## config.mk

```make
export PLATFORM = sky130hd
export DESIGN_NAME = uart_tx_fifo
export DESIGN_NICKNAME = d
export VERILOG_FILES = /design/src/rtl/uart_tx_fifo.sv
export SDC_FILE = /design/constraint.sdc
export NUM_CORES = 1
export LEC_CHECK = 0
export CAP_MARGIN = 20
export CORE_MARGIN = 3
export CORE_UTILIZATION = 58
export CTS_CLUSTER_DIAMETER = 120
export DETAILED_ROUTE_END_ITERATION = 12
export DONT_BUFFER_PORTS = 1
export GPL_TIMING_DRIVEN = 0
export PLACE_DENSITY_LB_ADDON = 0.12
export SYNTH_ARGS = -nofsm -noshare
export SYNTH_HDL_FRONTEND = slang
export SYNTH_SLANG_ARGS = --single-unit
```

## constraint.sdc

```tcl
create_clock -name clk -period 4.95 [get_ports clk]
set_input_delay 1.485 -clock clk [delete_from_list [all_inputs] [get_ports clk]]
set_output_delay 1.485 -clock clk [all_outputs]
set_load 0.01 [all_outputs]
```

## src/rtl/uart_tx_fifo.sv

```systemverilog
// Buffered 8-bit UART transmitter: byte FIFO feeding a start/data/parity/stop
// frame engine with back-to-back frames and no idle gap.
module uart_tx_fifo #(
  parameter int CLKS_PER_BIT    = 868,
  parameter int FIFO_DEPTH_LOG2 = 3,
  parameter int PARITY          = 0
) (
  input  logic                     clk,
  input  logic                     rst,
  input  logic                     wr_en,
  input  logic [7:0]               wr_data,
  output logic                     full,
  output logic                     empty,
  output logic [FIFO_DEPTH_LOG2:0] count,
  output logic                     tx,
  output logic                     busy,
  output logic                     tx_done
);

  localparam int L     = FIFO_DEPTH_LOG2;
  localparam int DEPTH = 1 << L;
  localparam int BW    = $clog2(CLKS_PER_BIT);

  typedef enum logic [2:0] {
    S_IDLE,
    S_START,
    S_DATA,
    S_PAR,
    S_STOP
  } state_t;

  state_t          state;
  logic [BW-1:0]   baud;
  logic [2:0]      bitidx;
  logic [7:0]      shift;
  logic            par;

  logic [7:0]      mem [DEPTH];
  logic [L-1:0]    wptr;
  logic [L-1:0]    rptr;
  logic [L:0]      cnt_n;
  logic            wr_ok;
  logic            pop;
  logic            last;
  logic [7:0]      head;

  always_comb begin
    last  = (baud == BW'(CLKS_PER_BIT - 1));
    wr_ok = wr_en && !full;
    pop   = !empty && ((state == S_IDLE) || (state == S_STOP && last));
    head  = mem[rptr];
    cnt_n = count + {{L{1'b0}}, wr_ok} - {{L{1'b0}}, pop};
  end

  always_ff @(posedge clk) begin
    if (wr_ok) mem[wptr] <= wr_data;
  end

  always_ff @(posedge clk) begin
    if (rst) begin
      wptr  <= '0;
      rptr  <= '0;
      count <= '0;
      full  <= 1'b0;
      empty <= 1'b1;
    end else begin
      if (wr_ok) wptr <= wptr + L'(1);
      if (pop)   rptr <= rptr + L'(1);
      count <= cnt_n;
      full  <= (cnt_n == (L+1)'(DEPTH));
      empty <= (cnt_n == '0);
    end
  end

  // Outputs are registered from the current state, so tx trails state by one cycle.
  always_ff @(posedge clk) begin
    if (rst) begin
      state   <= S_IDLE;
      baud    <= '0;
      bitidx  <= '0;
      shift   <= '0;
      par     <= 1'b0;
      tx      <= 1'b1;
      busy    <= 1'b0;
      tx_done <= 1'b0;
    end else begin
      tx      <= (state == S_START) ? 1'b0 :
                 (state == S_DATA)  ? shift[0] :
                 (state == S_PAR)   ? par : 1'b1;
      busy    <= (state != S_IDLE);
      tx_done <= (state == S_STOP) && last;
      baud    <= last ? '0 : baud + BW'(1);
      unique case (state)
        S_IDLE: begin
          baud <= '0;
          if (pop) begin
            shift <= head;
            par   <= (^head) ^ (PARITY == 2);
            state <= S_START;
          end
        end
        S_START: begin
          if (last) begin
            bitidx <= '0;
            state  <= S_DATA;
          end
        end
        S_DATA: begin
          if (last) begin
            shift  <= shift >> 1;
            bitidx <= bitidx + 3'd1;
            if (bitidx == 3'd7)
              state <= (PARITY != 0) ? S_PAR : S_STOP;
          end
        end
        S_PAR: begin
          if (last) state <= S_STOP;
        end
        S_STOP: begin
          if (last) begin
            if (pop) begin
              shift <= head;
              par   <= (^head) ^ (PARITY == 2);
              state <= S_START;
            end else begin
              state <= S_IDLE;
            end
          end
        end
        default: state <= S_IDLE;
      endcase
    end
  end

endmodule

```

==> summary.md <==
| Metric | Value |
|---|---|
| Vias | `2849` |
| HPWL Detailed | `6440 µm` |
| Nature of the critical path endpoint | `register` |
| Area growth, synth to finish | `6.70%` |
| GRT Total Usage | `19.9%` |
| Yosys top cell by area | `edfxtp_1` |
| PortBufs | `0` |
| Pins Over Slew Limit | `0` |
| Fin cells | `496` |
| Inst Count DP | `480` |
| Gates resized, CTS repair | `0` |
| Ratio of cells with drive above 1 in the final layout | `11.2%` |
| Initial antenna violation count | `0` |
| Clk slew on worst S/H paths | `0.10 ns` |
| Yosys warns | `0` |
| Largest net degree at the start of global routing | `20` |
| Die X | `97.3 µm` |
| Most frequent cell after synthesis | `edfxtp_1` |
| Tcrit/Tclk final | `60.2%` |
| #FFs+latches synth | `107` |
| Drt pass-1 iters | `5` |
| Asr flop ratio synth | `0%` |
| Worst EP required | `5.22 ns` |
| # rows | `32` |
| Vias in the first global route | `2898` |
| Cells on worst reg2reg path | `15` |
| Hold WC Path Type | `reg -> reg` |
| EDFF count, synth | `64` |
| Detailed Route Iter0 Violations | `153` |
| Worst reg2reg startpoint | `baud[0]$_SDFF_PP0_` |
| Clock period minus worst slack | `2.98 ns` |
| First-pass GRT wire length | `14600 µm` |
| Slew margin rel. | `39.5%` |
| Total power | `2.32 mW` |
| Die area | `9460 µm²` |
| Hold_buf cts | `0` |
| Syn_nets | `398` |
| Slew @ Worst Pin | `0.905 ns` |
| Max Cap Viol | `0` |
| Clock sink count | `107` |
| Worst Path Max Fanout | `6` |
| Critical path class | `in -> reg` |
| RSZ-0062 raised after global routing | `false` |
| NetSw | `0.754 mW` |
| Worst min-delay path startpoint | `baud[0]$_SDFF_PP0_` |
| Crit Reg-Reg Endpoint | `full$_SDFF_PP0_` |
| Top_reg_cell synth | `edfxtp_1` |
| Leading cell types by count after synthesis | `64 x edfxtp_1, 47 x nor2_1, 43 x dfxtp_1` |
| Fillers | `576` |
| Via density | `5.74` |
| Die Height | `97.3 µm` |
| Core Area | `7890 µm²` |
| Final Routed Wirelength | `8950 µm` |
| Setup bufs post-CTS | `0` |
| Max Root-Sink Buffers | `2` |
| Multi-input logic area | `1950 µm²` |
| Final instance area | `5160 µm²` |
| Setup_tns | `0 ns` |
| # diodes | `0` |
| Peak supply drop | `0.269 mV` |
| Clock latency on the worst-skew pair | `0.36 ns` |
| P_leak | `1.75 nW` |
| Ports | `20` |
| Synth unique cells | `42` |
| Register area share after synthesis | `57.6%` |
| Average wire per standard cell | `18.0 µm` |
| Initial core utilization | `61.3%` |
| Highest Clock Rate | `336 MHz` |
| Pwr Density | `450 nW/µm²` |
| Mapped Area | `4830 µm²` |
| Hold Worst Slack | `0.482 ns` |
| Clock Skews | `0.0116 ns` |
| Nets | `410` |
| Grt ovf | `0` |
| Power share of the clock group | `21.5%` |
| Hold violation count in the final report | `0` |
| Hold EP | `baud[0]$_SDFF_PP0_` |
| R2R Setup Slk | `2.12 ns` |
| Switch share | `32.5%` |
| Routed Antenna Nets | `0` |
| Synth top area share | `39.8%` |
| CP Launch Type | `input pin` |
| Seq pwr share | `49.4%` |
| TritonCTS buffer count | `9` |
| WHS Path Cells | `1` |
| TritonCTS clock tree | `done` |
| Avg Cell Area, Syn | `12.8 µm²` |
| Combinational power share | `29.1%` |
| FF+latch area | `2780 µm²` |
| Root Buffer | `clkbuf_8` |
| Gate count after technology mapping | `377` |
| # DRC | `0` |
| Setup violators final | `0` |
| RePlAce Congestion | `0.888` |
| H-tree levels | `3` |
| Dpl cell area | `4970 µm²` |
| Pint | `1.57 mW` |
| Status | `completed` |
| Crit path DAT | `3.25 ns` |
| Ranking of synthesized cells by area | `edfxtp_1 40%, dfxtp_1 18%, mux4_2 7.5%, xnor2_1 7.2%, xor2_1 4.7%` |
critical path, cell delays in order:
cell      delay, ns
nor2b_1        0.11
clkbuf_1       0.25
inv_1          0.08
ha_1           0.29
inv_1          0.05
ha_1           0.15
inv_1          0.05
fa_1           0.37
xor2_1         0.19
a31oi_1        0.18
nor2_1         0.05
cell usage in the layout, fill, tap and decap left out, drive strengths merged, types with 10 or more instances in the layout:
cell type  Yosys  layout
inv            9      13
mux2i         18      18
mux4          16      16
edfxtp        64      64
buf            9      10
dfxtp         43      43
nor3          13      13
xor2          26      26
nand2         19      19
clkbuf         6      16
nor2          47      47
xnor2         40      40
state kept, by name, summed over array words and instances, names as in the netlist, named ones only:
signal	flops
mem	64
baud	10
shift	8
count	4
bitidx	3
rptr	3
state	3
wptr	3
busy	1
empty	1
full	1
par	1
tx	1
tx_done	1
worst max-delay path by stage:
stage	start	to	slack (ns)
6_report	wr_en	empty$_SDFF_PP1_	1.97
5_1_grt	baud[0]$_SDFF_PP0_	full$_SDFF_PP0_	1.78
4_1_cts	wr_en	full$_SDFF_PP0_	1.97
3_5_place_dp	wr_en	empty$_SDFF_PP1_	1.57
3_3_place_gp	wr_en	mem[0][7]$_DFFE_PP_	1.39
2_1_floorplan	wr_en	empty$_SDFF_PP1_	1.70
routing by layer:
layer	track usage, %	share of wire [%]	vias to the layer above	wire (µm)
li1	-	-	1360	-
met1	26.3	44	1391	3940
met2	31.7	47	75	4200
met3	4.24	5.8	23	517
met4	9.27	3.3	0	295
met5	0	0	-	0
power by group through the flow:
stage | logic (mW) | clock network [mW] | registers (mW)
detailed placement | 0.678 | 0 | 1.17
CTS | 0.682 | 0.517 | 1.15
finish | 0.675 | 0.500 | 1.15
global route | 0.748 | 0.555 | 1.16
global placement | 0.662 | 0 | 1.16
floorplan | 0.541 | 0 | 1.14
layout make-up:
cell class / count / area share [%]
sequential: 107 / 54.0
multi-input combinational: 246 / 37.9
clock buffer: 10 / 2.47
tap: 102 / 2.47
buffer: 15 / 1.31
clock inverter: 6 / 1.09
inverter: 9 / 0.655
timing repair buffer: 1 / 0.146
stage by stage:
| step | util [%] | setup slack (ns) |
|---|---|---|
| floorplan | - | 1.70 |
| global placement | 62.9 | 1.39 |
| detailed placement | 63.1 | 1.57 |
| CTS | 65.4 | 1.97 |
| global route | 65.4 | 1.78 |
| finish | 65.4 | 1.97 |
kinds of logic (layout without fill, tap and decap cells):
logic type | Yosys count | count (layout) | synth area share [%]
simple gates | 110 | 110 | 10.9
compound gates | 26 | 26 | 3.57
buf+inv | 24 | 41 | 2.10
flops | 107 | 107 | 57.6
xor+xnor | 66 | 66 | 12.0
mux | 34 | 34 | 11.2
fa+ha+maj | 10 | 10 | 2.74
Power figures use the tool's default switching activity.
